==> src/rtl/ew_fifo_s1_sf_if.sv <==
// rtl/ew_fifo_s1_sf_if.sv - push/pop request, data and status flag bundle for ew_fifo_s1_sf
interface ew_fifo_s1_sf_if #(
    parameter int DATA_WIDTH = 32
);
    logic                  push_req_n;
    logic                  pop_req_n;
    logic [DATA_WIDTH-1:0] data_in;
    logic                  push_empty;
    logic                  push_ae;
    logic                  push_hf;
    logic                  push_af;
    logic                  push_full;
    logic                  push_error;
    logic                  pop_empty;
    logic                  pop_ae;
    logic                  pop_hf;
    logic                  pop_af;
    logic                  pop_full;
    logic                  pop_error;
    logic [DATA_WIDTH-1:0] data_out;

    modport master (
        output push_req_n, pop_req_n, data_in,
        input  push_empty, push_ae, push_hf, push_af, push_full, push_error,
        input  pop_empty, pop_ae, pop_hf, pop_af, pop_full, pop_error,
        input  data_out
    );

    modport slave (
        input  push_req_n, pop_req_n, data_in,
        output push_empty, push_ae, push_hf, push_af, push_full, push_error,
        output pop_empty, pop_ae, pop_hf, pop_af, pop_full, pop_error,
        output data_out
    );
endinterface

==> src/rtl/ew_fifo_s1_sf.sv <==
// rtl/ew_fifo_s1_sf.sv - single-clock FIFO with delayed cross-side visibility and per-side status flags
module ew_fifo_s1_sf #(
    parameter int DATA_WIDTH = 32,
    parameter int RAM_DEPTH  = 8,
    parameter int WR_AE_LVL  = 2,
    parameter int WR_AF_LVL  = 2,
    parameter int RD_AE_LVL  = 2,
    parameter int RD_AF_LVL  = 2,
    parameter int ERR_MODE   = 0,
    parameter int WR_SYNC    = 2,
    parameter int RD_SYNC    = 2
) (
    input  logic           clk,
    input  logic           rst,
    ew_fifo_s1_sf_if.slave bus
);
    localparam int AW = $clog2(RAM_DEPTH);
    localparam int PW = AW + 1;

    localparam logic [PW-1:0] DEPTH_C  = PW'(RAM_DEPTH);
    localparam logic [PW-1:0] HALF_C   = PW'(RAM_DEPTH / 2);
    localparam logic [PW-1:0] WR_AE_C  = PW'(WR_AE_LVL);
    localparam logic [PW-1:0] WR_AF_C  = PW'(RAM_DEPTH - WR_AF_LVL);
    localparam logic [PW-1:0] RD_AE_C  = PW'(RD_AE_LVL);
    localparam logic [PW-1:0] RD_AF_C  = PW'(RAM_DEPTH - RD_AF_LVL);

    logic [DATA_WIDTH-1:0] mem [RAM_DEPTH];

    logic [PW-1:0] wr_ptr;
    logic [PW-1:0] rd_ptr;
    logic [PW-1:0] wr_ptr_nxt;
    logic [PW-1:0] rd_ptr_nxt;
    logic [PW-1:0] rd_dly     [1:WR_SYNC];
    logic [PW-1:0] rd_dly_nxt [1:WR_SYNC];
    logic [PW-1:0] wr_dly     [1:RD_SYNC];
    logic [PW-1:0] wr_dly_nxt [1:RD_SYNC];
    logic [PW-1:0] push_cnt_nxt;
    logic [PW-1:0] pop_cnt_nxt;

    logic push_acc;
    logic push_ovf;
    logic pop_acc;
    logic pop_unf;

    logic push_empty_q, push_ae_q, push_hf_q, push_af_q, push_full_q, push_err_q;
    logic pop_empty_q, pop_ae_q, pop_hf_q, pop_af_q, pop_full_q, pop_err_q;

    // Each side judges acceptance only from its own registered flags.
    always_comb begin
        push_acc   = !bus.push_req_n && !push_full_q;
        push_ovf   = !bus.push_req_n &&  push_full_q;
        pop_acc    = !bus.pop_req_n  && !pop_empty_q;
        pop_unf    = !bus.pop_req_n  &&  pop_empty_q;
        wr_ptr_nxt = wr_ptr + {{AW{1'b0}}, push_acc};
        rd_ptr_nxt = rd_ptr + {{AW{1'b0}}, pop_acc};

        rd_dly_nxt[1] = rd_ptr;
        for (int i = 2; i <= WR_SYNC; i++) begin
            rd_dly_nxt[i] = rd_dly[i-1];
        end
        wr_dly_nxt[1] = wr_ptr;
        for (int i = 2; i <= RD_SYNC; i++) begin
            wr_dly_nxt[i] = wr_dly[i-1];
        end

        push_cnt_nxt = wr_ptr_nxt - rd_dly_nxt[WR_SYNC];
        pop_cnt_nxt  = wr_dly_nxt[RD_SYNC] - rd_ptr_nxt;
    end

    always_ff @(posedge clk) begin
        if (rst) begin
            wr_ptr <= '0;
            rd_ptr <= '0;
            for (int i = 1; i <= WR_SYNC; i++) rd_dly[i] <= '0;
            for (int i = 1; i <= RD_SYNC; i++) wr_dly[i] <= '0;
            push_empty_q <= 1'b1;
            push_ae_q    <= 1'b1;
            push_hf_q    <= 1'b0;
            push_af_q    <= 1'b0;
            push_full_q  <= 1'b0;
            push_err_q   <= 1'b0;
            pop_empty_q  <= 1'b1;
            pop_ae_q     <= 1'b1;
            pop_hf_q     <= 1'b0;
            pop_af_q     <= 1'b0;
            pop_full_q   <= 1'b0;
            pop_err_q    <= 1'b0;
        end else begin
            wr_ptr <= wr_ptr_nxt;
            rd_ptr <= rd_ptr_nxt;
            rd_dly <= rd_dly_nxt;
            wr_dly <= wr_dly_nxt;

            push_empty_q <= (push_cnt_nxt == '0);
            push_ae_q    <= (push_cnt_nxt <= WR_AE_C);
            push_hf_q    <= (push_cnt_nxt >= HALF_C);
            push_af_q    <= (push_cnt_nxt >= WR_AF_C);
            push_full_q  <= (push_cnt_nxt == DEPTH_C);

            pop_empty_q  <= (pop_cnt_nxt == '0);
            pop_ae_q     <= (pop_cnt_nxt <= RD_AE_C);
            pop_hf_q     <= (pop_cnt_nxt >= HALF_C);
            pop_af_q     <= (pop_cnt_nxt >= RD_AF_C);
            pop_full_q   <= (pop_cnt_nxt == DEPTH_C);

            push_err_q <= (ERR_MODE == 0) ? (push_err_q | push_ovf) : push_ovf;
            pop_err_q  <= (ERR_MODE == 0) ? (pop_err_q  | pop_unf)  : pop_unf;
        end
    end

    // Storage is never reset; a reset only discards it by clearing the pointers.
    always_ff @(posedge clk) begin
        if (!rst && push_acc) begin
            mem[wr_ptr[AW-1:0]] <= bus.data_in;
        end
    end

    assign bus.push_empty = push_empty_q;
    assign bus.push_ae    = push_ae_q;
    assign bus.push_hf    = push_hf_q;
    assign bus.push_af    = push_af_q;
    assign bus.push_full  = push_full_q;
    assign bus.push_error = push_err_q;
    assign bus.pop_empty  = pop_empty_q;
    assign bus.pop_ae     = pop_ae_q;
    assign bus.pop_hf     = pop_hf_q;
    assign bus.pop_af     = pop_af_q;
    assign bus.pop_full   = pop_full_q;
    assign bus.pop_error  = pop_err_q;
    assign bus.data_out   = pop_empty_q ? '0 : mem[rd_ptr[AW-1:0]];
endmodule

==> src/flat_wrapper.sv <==
// flat-port wrapper written by rule: the top's interface ports become plain ports
module ew_fifo_s1_sf_flat 
#(
    parameter int DATA_WIDTH = 32,
    parameter int RAM_DEPTH  = 8,
    parameter int WR_AE_LVL  = 2,
    parameter int WR_AF_LVL  = 2,
    parameter int RD_AE_LVL  = 2,
    parameter int RD_AF_LVL  = 2,
    parameter int ERR_MODE   = 0,
    parameter int WR_SYNC    = 2,
    parameter int RD_SYNC    = 2
)
  (clk, rst, bus_push_req_n, bus_pop_req_n, bus_data_in, bus_push_empty, bus_push_ae, bus_push_hf, bus_push_af, bus_push_full, bus_push_error, bus_pop_empty, bus_pop_ae, bus_pop_hf, bus_pop_af, bus_pop_full, bus_pop_error, bus_data_out);
  ew_fifo_s1_sf_if #(.DATA_WIDTH(DATA_WIDTH)) bus_i ();
  input  logic clk;
  input  logic rst;
  input wire logic [$bits(bus_i.push_req_n)-1:0] bus_push_req_n;
  input wire logic [$bits(bus_i.pop_req_n)-1:0] bus_pop_req_n;
  input wire logic [$bits(bus_i.data_in)-1:0] bus_data_in;
  output wire logic [$bits(bus_i.push_empty)-1:0] bus_push_empty;
  output wire logic [$bits(bus_i.push_ae)-1:0] bus_push_ae;
  output wire logic [$bits(bus_i.push_hf)-1:0] bus_push_hf;
  output wire logic [$bits(bus_i.push_af)-1:0] bus_push_af;
  output wire logic [$bits(bus_i.push_full)-1:0] bus_push_full;
  output wire logic [$bits(bus_i.push_error)-1:0] bus_push_error;
  output wire logic [$bits(bus_i.pop_empty)-1:0] bus_pop_empty;
  output wire logic [$bits(bus_i.pop_ae)-1:0] bus_pop_ae;
  output wire logic [$bits(bus_i.pop_hf)-1:0] bus_pop_hf;
  output wire logic [$bits(bus_i.pop_af)-1:0] bus_pop_af;
  output wire logic [$bits(bus_i.pop_full)-1:0] bus_pop_full;
  output wire logic [$bits(bus_i.pop_error)-1:0] bus_pop_error;
  output wire logic [$bits(bus_i.data_out)-1:0] bus_data_out;
  assign bus_i.push_req_n = bus_push_req_n;
  assign bus_i.pop_req_n = bus_pop_req_n;
  assign bus_i.data_in = bus_data_in;
  assign bus_push_empty = bus_i.push_empty;
  assign bus_push_ae = bus_i.push_ae;
  assign bus_push_hf = bus_i.push_hf;
  assign bus_push_af = bus_i.push_af;
  assign bus_push_full = bus_i.push_full;
  assign bus_push_error = bus_i.push_error;
  assign bus_pop_empty = bus_i.pop_empty;
  assign bus_pop_ae = bus_i.pop_ae;
  assign bus_pop_hf = bus_i.pop_hf;
  assign bus_pop_af = bus_i.pop_af;
  assign bus_pop_full = bus_i.pop_full;
  assign bus_pop_error = bus_i.pop_error;
  assign bus_data_out = bus_i.data_out;
  ew_fifo_s1_sf #(.DATA_WIDTH(DATA_WIDTH), .RAM_DEPTH(RAM_DEPTH), .WR_AE_LVL(WR_AE_LVL), .WR_AF_LVL(WR_AF_LVL), .RD_AE_LVL(RD_AE_LVL), .RD_AF_LVL(RD_AF_LVL), .ERR_MODE(ERR_MODE), .WR_SYNC(WR_SYNC), .RD_SYNC(RD_SYNC)) u_core (.clk(clk), .rst(rst), .bus(bus_i));
endmodule
==> config.mk <==
export PLATFORM = sky130hd
export DESIGN_NAME = ew_fifo_s1_sf_flat
export DESIGN_NICKNAME = d
export VERILOG_FILES = /design/src/rtl/ew_fifo_s1_sf_if.sv /design/src/rtl/ew_fifo_s1_sf.sv /design/src/flat_wrapper.sv
export SDC_FILE = /design/constraint.sdc
export NUM_CORES = 1
export LEC_CHECK = 0
export CAP_MARGIN = 15
export CORE_MARGIN = 4
export CORE_UTILIZATION = 45
export CTS_BUF_LIST = sky130_fd_sc_hd__clkbuf_16
export DETAILED_ROUTE_END_ITERATION = 6
export SLEW_MARGIN = 25
export SYNTH_ARGS = -nofsm -noshare
export SYNTH_HDL_FRONTEND = slang
export SYNTH_SLANG_ARGS = --single-unit
==> constraint.sdc <==
create_clock -name clk -period 5.2 [get_ports clk]
set_clock_uncertainty 0.05 [all_clocks]
set_input_delay 0.78 -clock clk [delete_from_list [all_inputs] [get_ports clk]]
set_output_delay 0.78 -clock clk [all_outputs]
set_load 0.01 [all_outputs]
Yosys cells after proc, flatten, opt, wreduce, memory -nomap -nowiden. Memory sizes are Yosys's and may differ from the RTL's. A register that Yosys moved wholly into a read port is not among the register bits. Index checks and enable logic that the tools add are counted.

Add/sub/neg operators: 4. $lt $le $gt $ge: 6. Equality and inequality tests: 2. Muxes and demuxes: 4. Bitwise operators: 2. Reductions and logical operators: 12.

Operator list (number): 32-bit two-way mux (1); 4-bit by 3-bit >= comparator with 1-bit output (second input constant) (4); 4-bit by 1-bit adder with 4-bit output (2); 4-bit equality test (second input constant) (2); 4-bit by 2-bit <= comparator with 1-bit output (second input constant) (2); 4-bit zero test (2); 4-bit subtractor (2); 1-bit logical AND (5); 1-bit zero test (5); 3-bit two-way mux (1); 1-bit two-way mux (2); 1-bit OR (2).

Bits in registers: 28. Bits in writable memories: 256. Input bits: 36. Output and inout port bits: 44. Logic and storage cells: 47. Memories kept: 1.

Memories: u_core.mem (words 8, bits a word 32, rd ports 1, clocked after Yosys merged registers in 1, write ports 1, line ew_fifo_s1_sf.sv:27) `logic [DATA_WIDTH-1:0] mem [RAM_DEPTH];`.

Longest topological paths before layout. Gate-level depths: netlist of run 1.

Depth after elaboration: 5. Gate-level depth with buffers: 10. Depth with buffers taken out: 9.

Worst setup path after synthesis of run 1. Ideal clock, no wire load.

Path type: input -> register. Start point: input rst. End point: memory u_core.mem[0][0] (enable). Library setup time: 461 ps. Arrival: 3400 ps. Required time: 4689 ps. Setup slack: 1289 ps. Stages: 4. Path buffers: 1. Cells stage by stage: clkbuf_1 > nor2_1 > nand2_1 > nor3_1.

Word-level cells in the longest chain between the ends: 4.

RTL lines: start, declared (line flat_wrapper.sv:17) `input logic rst;`; 1-bit zero test (line ew_fifo_s1_sf.sv:113) `if (!rst && push_acc) begin`; 1-bit logical AND (line ew_fifo_s1_sf.sv:113); 1-bit two-way mux (line ew_fifo_s1_sf.sv:113); 1-bit two-way mux (implied by the code) (line ew_fifo_s1_sf.sv:114) `mem[wr_ptr[AW-1:0]] <= bus.data_in;`; end, declared (line ew_fifo_s1_sf.sv:27).

Every way passes these cells.

==> impl_results.md, run 1 <==
* Status: finished clean
* Top Layer Used: met4
* Total number of vias at 5180
* Register bit total from synthesis at 284
* Area leader, netlist: edfxtp_1
* Fin Setup TNS at 0 ps
* Mean post-synth cell area at 20.5 um^2
* Mapped Cells at 534
* Critical setup path kind: flop to primary output
* Worst-path clk slew at 60 ps
* DR iter-0 viols at 333
* Global-route wire length before repair at 33.1 mm
* # resized after CTS at 0
* Fmax at 250 MHz
* Max_cap viols at 0
* Leakage power at 4.12 nW
* Non-Filler Instances at 972
* Core area at 23700 um^2
* Synth top cells by count: edfxtp_1, mux4_2, nor2_1
* Post-CTS setup buffers at 0
* Endpoints failing setup at 0
* Routed wl met3 at 792 um
* FILL cells at 1896
* Pwr per Cell Area at 416 nW/um^2
* Primary FF master, synth: edfxtp_1
* Netlist cell types at 37
* DRC viols at 0
* Cell chosen for the clock root: clkbuf_16
* Top-count cell post-synth: edfxtp_1
* Detail Route Antenna Nets at 0
* Fin nets at 680
* Ys Warns at 0
* Vias per cell at 5.33
* Relative slew slack at 31.1%
* CTS Sinks at 284
* Synth-to-Final Area Change at 20.3%
* Met2 wire len at 10.4 mm
* Clk Latency, worst-skew pair at 530 ps
* Share of cells above drive strength 1 at 20.2%
* Final period util at 77.0%
* Post-Syn Nets at 581
* Initial core utilization at 46.2%
* Global-route usage over all layers at 16.0%
* Grt total ovfl at 0
* WL met1 at 9.20 mm
* DRT Pass-1 Iters at 4
* WP data arrival at 3180 ps
* RSZ-0062 raised after global routing: false
* Sequential area share after synthesis at 75.4%
* Cts hold-fix bufs at 0
* CP Capture Type: primary output
* Async SR Flop Fraction at 0%
* Vias in the first global route at 5694
* CTS tree: done
* Die Height at 164 um
* Ant. Diodes at 0
* IO buf count at 79
* H-tree Lvls at 1
* Area share of the largest cell type after synthesis at 70.3%
* Max FO, Critical Path at 36
* Hpwl dp at 12.6 mm
* Period minus WS final at 4010 ps
* # IOs at 80
* CTS buffer count at 29
* Initial antenna violation count at 0
* EDFF count, synth at 256
* Syn Std Cell Area at 10900 um^2
* Routed WL at 20.8 mm
* Worst-Margin Slew at 1030 ps
* Largest net degree at the start of global routing at 68
* Inst Count DP at 921
* Die area at 26900 um^2
* Die W at 164 um
* WL/cell at 21.4 um
* Max-slew violations at 0
* Max IR drop VDD at 289 uV
* Synth top area cells: edfxtp_1, mux4_2, dfxtp_1
* Startpoint Class: flop
* Min-Delay Path Class: flop to flop
* Row Count at 56
* RePlAce Congestion at 0.734
* Crit path required time at 4370 ps
* Final hold violations at 0
* Clock Tree Buf Depth at 3
## flip-flops by register name, indices dropped and copies added, names as in the netlist
name                   cells
u_core.bus.push_full       1
u_core.wr_ptr              4
u_core.mem               256
u_core.bus.push_af         1
u_core.bus.pop_full        1
u_core.bus.pop_error       1
u_core.rd_ptr              4
u_core.bus.push_empty      1
u_core.bus.push_hf         1
u_core.bus.pop_ae          1
u_core.bus.push_error      1
u_core.bus.pop_empty       1
u_core.bus.pop_hf          1
u_core.bus.pop_af          1
u_core.rd_dly              4
u_core.wr_dly              4
u_core.bus.push_ae         1
## path summary, 6_finish.rpt
path,start,to,slack (ps),cells after the start
worst max-delay path,u_core.rd_ptr[0]$_SDFF_PP0_,bus_data_out[23],1190,5
worst min-delay path,u_core.bus.pop_error$_SDFF_PP0_,u_core.bus.pop_error$_SDFF_PP0_,430,2
worst max register to register,u_core.rd_ptr[0]$_SDFF_PP0_,u_core.bus.pop_full$_SDFF_PP0_,1940,9
worst min register to register,u_core.bus.pop_error$_SDFF_PP0_,u_core.bus.pop_error$_SDFF_PP0_,430,2
## report_power, final
group          switching [W]  total [W]  leakage [nW]  internal, W
logic               0.000379   0.000916          1.15     0.000537
registers           0.000138    0.00271          2.54      0.00257
clock network       0.000796    0.00185         0.429      0.00105
total                0.00131    0.00547          4.12      0.00416
## per-stage QoR
stage               utilization [%]  hold WS, ps  instance area (um^2)  total power (W)  setup WS, ps
detailed placement             52.0          409                 12300          0.00370          1670
finish                         55.6          425                 13200          0.00547          1190
floorplan                         -          423                 10900          0.00326          1290
CTS                            55.6          434                 13200          0.00555          1090
global placement               51.3          398                 12200          0.00368          1640
global route                   55.6          472                 13200          0.00573           892
## area by class of cell
| type | count | area [um^2] | area share, % |
|---|---|---|---|
| clock buffer | 29 | 726 | 5.51 |
| clock inverter | 22 | 121 | 0.922 |
| inverter | 8 | 30.0 | 0.228 |
| multi-input combinational | 216 | 2600 | 19.8 |
| sequential | 284 | 8260 | 62.7 |
| tap | 319 | 399 | 3.03 |
| timing repair buffer | 94 | 1030 | 7.81 |
## metal layers
metal	track usage, %	vias up
met3	2.71	29
met5	0	-
met1	22.0	2701
li1	-	2343
met2	27.3	107
met4	3.58	0
## cell families after synthesis
| family | after synthesis | share of synthesized area (%) |
|---|---|---|
| DFF | 284 | 75.4 |
| muxes | 96 | 16.1 |
| and+or+nand+nor | 83 | 3.59 |
| buffers and inverters | 34 | 1.34 |
| AOI/OAI and AO/OA | 16 | 1.18 |
| adders and majority gates | 11 | 1.33 |
| xor gates and xnor gates | 10 | 1.06 |
## critical path, cell delays in order (launching register included)
cell and delay (ps):
dfxtp_4 830, buf_12 370, mux4_2 540, mux2i_1 260
nor2_1 70, clkdlybuf4s50_1 520
## layout by cell type, fill, tap and decap left out, types with 3 or more instances in the layout
cell	count
clkinv_1	12
ha_1	10
clkinv_2	3
nor2_4	6
clkdlybuf4s50_1	79
inv_1	12
xnor2_1	4
nand2_1	5
mux2i_1	32
a21oi_1	5
buf_16	5
dfxtp_1	24
buf_4	8
nand2b_1	5
xor2_1	4
edfxtp_1	256
clkbuf_16	29
nor2_1	43
mux4_2	64
nor2b_1	14
No activity file was read; power rests on OpenSTA's default activity.
==> run 2, diff against run 1 <==
--- a/config.mk
+++ b/config.mk
@@ -10,6 +10,7 @@
 export CORE_UTILIZATION = 45
 export CTS_BUF_LIST = sky130_fd_sc_hd__clkbuf_16
 export DETAILED_ROUTE_END_ITERATION = 6
+export PLACE_DENSITY = 0.66
 export SLEW_MARGIN = 25
 export SYNTH_ARGS = -nofsm -noshare
 export SYNTH_HDL_FRONTEND = slang
==> constraint.sdc (replaced) <==
create_clock -name clk -period 3.2 [get_ports clk]
set_clock_uncertainty 0.05 [all_clocks]
set_input_delay 0.48 -clock clk [delete_from_list [all_inputs] [get_ports clk]]
set_output_delay 0.48 -clock clk [all_outputs]
set_load 0.01 [all_outputs]
==> run 2 against run 1 <==
Worst hold slack lost 2.3 ps; largest power group unchanged; clock power grew 56%; non-clock buffer count grew 17; sequential share of layout area shrank 0.33 points; via count grew 1.9%.
==> impl_results.md, run 2 (synthesis gave the netlist of run 1 again) <==
* Design internal power at 0.00674 W (+62%)
* Max_cap viols at 0 (unchanged)
* Most frequent cells in the layout: edfxtp_1, clkdlybuf4s50_1, mux4_2
* Worst-Margin Slew at 644 ps (-390 ps)
* Max-slew violations at 0 (unchanged)
* Critical setup path kind: flop to primary output
* Final hold violations at 0 (unchanged)
* RePlAce Congestion at 0.737 (+0.42%)
* Met2 wire len at 10.6 mm (+1.2%)
* Cts hold-fix bufs at 0 (unchanged)
* Share of cells above drive strength 1 at 21.6% (+1.4 points)
* Clock Tree Buf Depth at 3 (unchanged)
* CTS buffer count at 29 (unchanged)
* Crit path required time at 2670 ps (-1700 ps)
* Leakage power at 4.22 nW (+2.3%)
* Slowest cell on the critical path: clkdlybuf4s50_1
* Vias per cell at 5.34 (+0.18%)
* CTS tree: done
* Die W at 164 um (unchanged)
* Final period util at 95.6%
* Die area at 26900 um^2 (unchanged)
* RSZ-0062 raised after global routing: true
* Clock power share at 32.5% (-1.3 points)
* Part of the power in registers at 47.8% (-1.7 points)
* Largest net degree at the start of global routing at 35 (-49%)
* Routed WL at 21.0 mm (+1.0%)
* Relative slew slack at 57.1% (+26 points)
* Endpoints failing setup at 0 (unchanged)
* DRC viols at 0 (unchanged)
* Pwr per Cell Area at 671 nW/um^2 (+61%)
* Startpoint Class: flop
* DRT Pass-1 Iters at 4 (unchanged)
* Sw Ratio at 24.1% (+0.079 points)
* Hpwl dp at 12.2 mm (-3.1%)
* H-tree Lvls at 1 (unchanged)
* Max FO, Critical Path at 10 (-72%)
* Comb pwr share at 19.7% (+3.0 points)
* Synth-to-Final Area Change at 21.0%
* Min-Delay Path Class: flop to flop
* WP data arrival at 2530 ps (-650 ps)
* WL met1 at 9.22 mm (+0.22%)
* Ant. Diodes at 0 (unchanged)
* Largest register FFs at 256 (unchanged)
* Max incr delay on CP at 500 ps (-330 ps)
* Worst-path clk slew at 60 ps (about the same)
* Final core utilization at 55.9% (+0.29 points)
* Global-route wire length before repair at 32.8 mm (-1.0%)
* Hold Slack at 423 ps (-2.28 ps)
* Status: finished clean
* Fin area at 13200 um^2 (+0.52%)
* CTS Sinks at 284 (unchanged)
* Initial core utilization at 46.2% (unchanged)
* Cell chosen for the clock root: clkbuf_16
* Total number of vias at 5280 (+1.9%)
* Most common cell after layout, fill and taps aside: edfxtp_1
* Die Height at 164 um (unchanged)
* Dpl cell area at 12300 um^2 (+0.16%)
* Row Count at 56 (unchanged)
* Top Layer Used: met4
* # IOs at 80 (unchanged)
* CP cell instances: buf_4, mux4_2, mux2i_1, nor2_1, clkdlybuf4s50_1
* CP Capture Type: primary output
* Global-route usage over all layers at 16.0% (about the same)
* Fin Setup TNS at 0 ps (unchanged)
* Routed wl met3 at 1.03 mm (+30%)
* Clk Latency, worst-skew pair at 510 ps (-20 ps)
* Sw power at 0.00214 W (+63%)
* IO buf count at 79 (unchanged)
* Period minus WS final at 3060 ps
* Fin nets at 697 (+2.5%)
* Detail Route Antenna Nets at 0 (unchanged)
* Core area at 23700 um^2 (unchanged)
* Max IR drop VDD at 397 uV (+38%)
* Vias in the first global route at 5545 (-2.6%)
* DR iter-0 viols at 324 (-2.7%)
* FILL cells at 1829 (-3.5%)
* Initial antenna violation count at 0 (unchanged)
* Grt total ovfl at 0 (unchanged)
* Fmax at 327 MHz
* WL/cell at 21.3 um (-0.70%)
run 2: changes by cell type in the layout (fill, tap and decap cells not counted), moves of 2 or more:
cell and delta:
buf_4 +16, nor3_2 -2, inv_1 +11, buf_16 -4
nor3_4 +2, buf_6 +2, clkinv_1 -7
run 2: cell type report:
cell class / instances / area, um^2 / area share (%)
sequential: 284 / 8260 / 62.4
multi-input combinational: 216 / 2610 / 19.7
timing repair buffer: 111 / 1120 / 8.47
clock buffer: 29 / 726 / 5.48
tap: 319 / 399 / 3.02
clock inverter: 22 / 85.1 / 0.643
inverter: 8 / 30.0 / 0.227
run 2: timing repair:
item,in CTS,in global routing
gates cloned,0,1
gates resized for setup,0,3
buffers inserted,4,1
setup endpoints to repair,21,10
run 2: critical path, delay by kind of cell (launching register included):
kind	cells	cell delay (ps)
buffers and inverters	2	660
AND/OR/NAND/NOR	1	70
flip-flops	1	490
multiplexers	2	790
run 2: power groups by stage:
stage	combinational, W	sequential, W	clock, W
after floorplan	0.000993	0.00431	0
after global placement	0.00167	0.00434	0
after detailed placement	0.00169	0.00435	0
after CTS	0.00175	0.00425	0.00295
after global routing	0.00191	0.00426	0.00313
final	0.00175	0.00425	0.00289
run 2: worst paths after layout:
check	to	start	cells after the start	slack (ps)
min	u_core.bus.push_error$_SDFF_PP0_	u_core.bus.push_error$_SDFF_PP0_	2	420
max reg2reg	u_core.bus.pop_full$_SDFF_PP0_	u_core.rd_ptr[1]$_SDFF_PP0_	8	690
min reg2reg	u_core.bus.push_error$_SDFF_PP0_	u_core.bus.push_error$_SDFF_PP0_	2	420
max	bus_data_out[18]	u_core.rd_ptr[0]$_SDFF_PP0_	5	140
run 2: routing by layer:
| metal | global-route usage (%) | up-vias |
|---|---|---|
| li1 | - | 2374 |
| met1 | 22.8 | 2753 |
| met2 | 26.8 | 136 |
| met3 | 2.53 | 17 |
| met4 | 3.24 | 0 |
| met5 | 0 | - |
run 2: stage by stage:
step           total power (W)  setup slack [ps]  instances
2_1_floorplan          0.00530               461        534
3_5_place_dp           0.00604               158        932
5_1_grt                0.00930             -2.54        989
3_3_place_gp           0.00601               182        932
6_report               0.00888               141        989
4_1_cts                0.00894              45.0        987
==> run 3, diff against run 2 <==
--- a/config.mk
+++ b/config.mk
@@ -10,7 +10,6 @@
 export CORE_UTILIZATION = 45
 export CTS_BUF_LIST = sky130_fd_sc_hd__clkbuf_16
 export DETAILED_ROUTE_END_ITERATION = 6
-export PLACE_DENSITY = 0.66
 export SLEW_MARGIN = 25
 export SYNTH_ARGS = -nofsm -noshare
 export SYNTH_HDL_FRONTEND = slang
==> constraint.sdc (replaced) <==
create_clock -name clk -period 3.6 [get_ports clk]
set_clock_uncertainty 0.05 [all_clocks]
set_input_delay 0.54 -clock clk [delete_from_list [all_inputs] [get_ports clk]]
set_output_delay 0.54 -clock clk [all_outputs]
set_load 0.01 [all_outputs]
==> run 3 against run 2 <==
Die area stayed put; sequential share of layout area shrank 0.10 points; non-clock buffer count shrank 11; global-route usage rose by 0.23 points; sequential cell count did not move; worst hold slack gained 15 ps; core utilization rose by 0.090 points; critical path depth did not move.
==> impl_results.md, run 3 (synthesis gave the netlist of run 1 again) <==
* Status: finished clean
* Design internal power at 0.00622 W (-7.8%)
* Routed WL at 21.5 mm (+2.0%)
* H-tree Lvls at 1 (unchanged)
* Sw Ratio at 23.6% (-0.47 points)
* Initial core utilization at 46.2% (unchanged)
* GRT Max-Usage Layer: met2
* Vias per cell at 5.31 (-0.60%)
* Final WS setup at 265 ps (+124 ps)
* Grt total ovfl at 0 (unchanged)
* Crit path required time at 3010 ps (+340 ps)
* Initial antenna violation count at 0 (unchanged)
* Most frequent cells in the layout: edfxtp_1, clkdlybuf4s50_1, mux4_2
* Max FO, Critical Path at 22 (+12)
* Met3 usage at 2.86% (+0.33 points)
* DR iter-0 viols at 316 (-2.5%)
* Fin nets at 685 (-1.7%)
* Die area at 26900 um^2 (unchanged)
* Share of cells above drive strength 1 at 21.9% (+0.21 points)
* Part of the power in registers at 47.1% (-0.7 points)
* Ant. Diodes at 0 (unchanged)
* Largest net degree at the start of global routing at 33 (-5.7%)
* Pwr per Cell Area at 614 nW/um^2 (-8.5%)
* Fmax at 300 MHz
* Row Count at 56 (unchanged)
* Global-route usage over all layers at 16.3% (+0.23 points)
* Endpoints failing setup at 0 (unchanged)
* Met1 Track Usage GR at 22.4% (-0.44 points)
* Cts hold-fix bufs at 0 (unchanged)
* Die W at 164 um (unchanged)
* # resized after CTS at 0 (unchanged)
* CTS buffer count at 28 (-3.4%)
* Worst R2R Setup Slack at 730 ps (+40 ps)
* RSZ-0062 raised after global routing: false
* Worst-path clk slew at 60 ps (about the same)
* Clk Latency, worst-skew pair at 530 ps (+20 ps)
* Hpwl dp at 11.9 mm (-2.2%)
* Worst-Margin Slew at 546 ps (-97.9 ps)
* Critical setup path kind: flop to primary output
* WL/cell at 21.9 um (+3.2%)
* Max_cap viols at 0 (unchanged)
* Max-slew violations at 0 (unchanged)
* Most common cell after layout, fill and taps aside: edfxtp_1
* CTS Sinks at 284 (unchanged)
* Power consumption at 0.00814 W (-8.4%)
* M2 GR Usage at 27.6% (+0.88 points)
* Global-route wire length before repair at 32.9 mm (+0.25%)
* Vias in the first global route at 5564 (+0.34%)
* Core area at 23700 um^2 (unchanged)
* Relative slew slack at 63.6% (+6.5 points)
* # IOs at 80 (unchanged)
* Max IR drop VDD at 326 uV (-18%)
* Startpoint Class: flop
* Fin Setup TNS at 0 ps (unchanged)
* CP Capture Type: primary output
* Total number of vias at 5190 (-1.7%)
* DRT Pass-1 Iters at 4 (unchanged)
* Final period util at 92.6%
* IO buf count at 79 (unchanged)
* Pre-CTS setup slack at 468 ps (+309 ps)
* Cell chosen for the clock root: clkbuf_16
* Final hold violations at 0 (unchanged)
* Post-CTS setup buffers at 0 (-4)
* CTS tree: done
* Leakage power at 4.19 nW (-0.57%)
* Clock power share at 35.2% (+2.7 points)
* RePlAce Congestion at 0.767 (+4.0%)
* Min-Delay Path Class: flop to flop
* Detail Route Antenna Nets at 0 (unchanged)
* Comb pwr share at 17.7% (-2.0 points)
* Die Height at 164 um (unchanged)
* Period minus WS final at 3340 ps
* Synth-to-Final Area Change at 21.1%
* Clock Tree Buf Depth at 3 (unchanged)
* Sw power at 0.00192 W (-10%)
* Largest register FFs at 256 (unchanged)
* DRC viols at 0 (unchanged)
* WP data arrival at 2750 ps (+220 ps)
run 3: cell types whose count changed in the layout (fill, tap and decap cells not counted), moves of 2 or more:
cell / previous run / this run
bufinv_16: 0 / 3
buf_12: 3 / 7
inv_1: 23 / 16
buf_4: 24 / 14
clkinv_2: 2 / 5
buf_6: 2 / 0
clkinv_1: 5 / 2
run 3: area by class of cell:
class	count	area (um^2)
multi-input cells	216	2610
clock buffers	30	751
flip-flops and latches	284	8260
inverters	8	30.0
repair buffers	100	1040
well taps	319	399
clock inverters	21	173
fillers	1864	10400
run 3: path summary, 6_finish.rpt:
| path | start | end | depth (start not counted) |
|---|---|---|---|
| max reg2reg | u_core.bus.pop_empty$_SDFF_PP1_ | u_core.bus.pop_ae$_SDFF_PP1_ | 9 |
| min | u_core.bus.push_error$_SDFF_PP0_ | u_core.bus.push_error$_SDFF_PP0_ | 2 |
| min reg2reg | u_core.bus.push_error$_SDFF_PP0_ | u_core.bus.push_error$_SDFF_PP0_ | 2 |
| max | u_core.rd_ptr[0]$_SDFF_PP0_ | bus_data_out[12] | 5 |
run 3: critical path: stages (launching register included):
cell	delay [ps]
dfxtp_4	580
buf_12	270
mux4_2	520
mux2i_1	250
nor2_1	70
clkdlybuf4s50_1	500
run 3: per-stage QoR:
stage	utilization (%)	hold slack, ps	cells	cell area (um^2)
3_3_place_gp	52.1	401	927	12300
3_5_place_dp	52.1	412	927	12300
6_report	56.0	438	978	13300
5_1_grt	56.0	471	978	13300
2_1_floorplan	-	423	534	10900
4_1_cts	56.0	446	978	13300
run 3: power groups by stage:
stage / registers, W / logic (W) / clock network, W
final: 0.00383 / 0.00144 / 0.00287
after global routing: 0.00385 / 0.00156 / 0.00309
after CTS: 0.00384 / 0.00147 / 0.00294
after detailed placement: 0.00391 / 0.00146 / 0
after global placement: 0.00390 / 0.00144 / 0
after floorplan: 0.00383 / 0.000883 / 0
run 3: routing by layer:
layer / routed length, um / share of wire (%)
met5: 0 / 0
met1: 9130 / 43
met3: 1260 / 5.9
met2: 10800 / 50
met4: 243 / 1.1
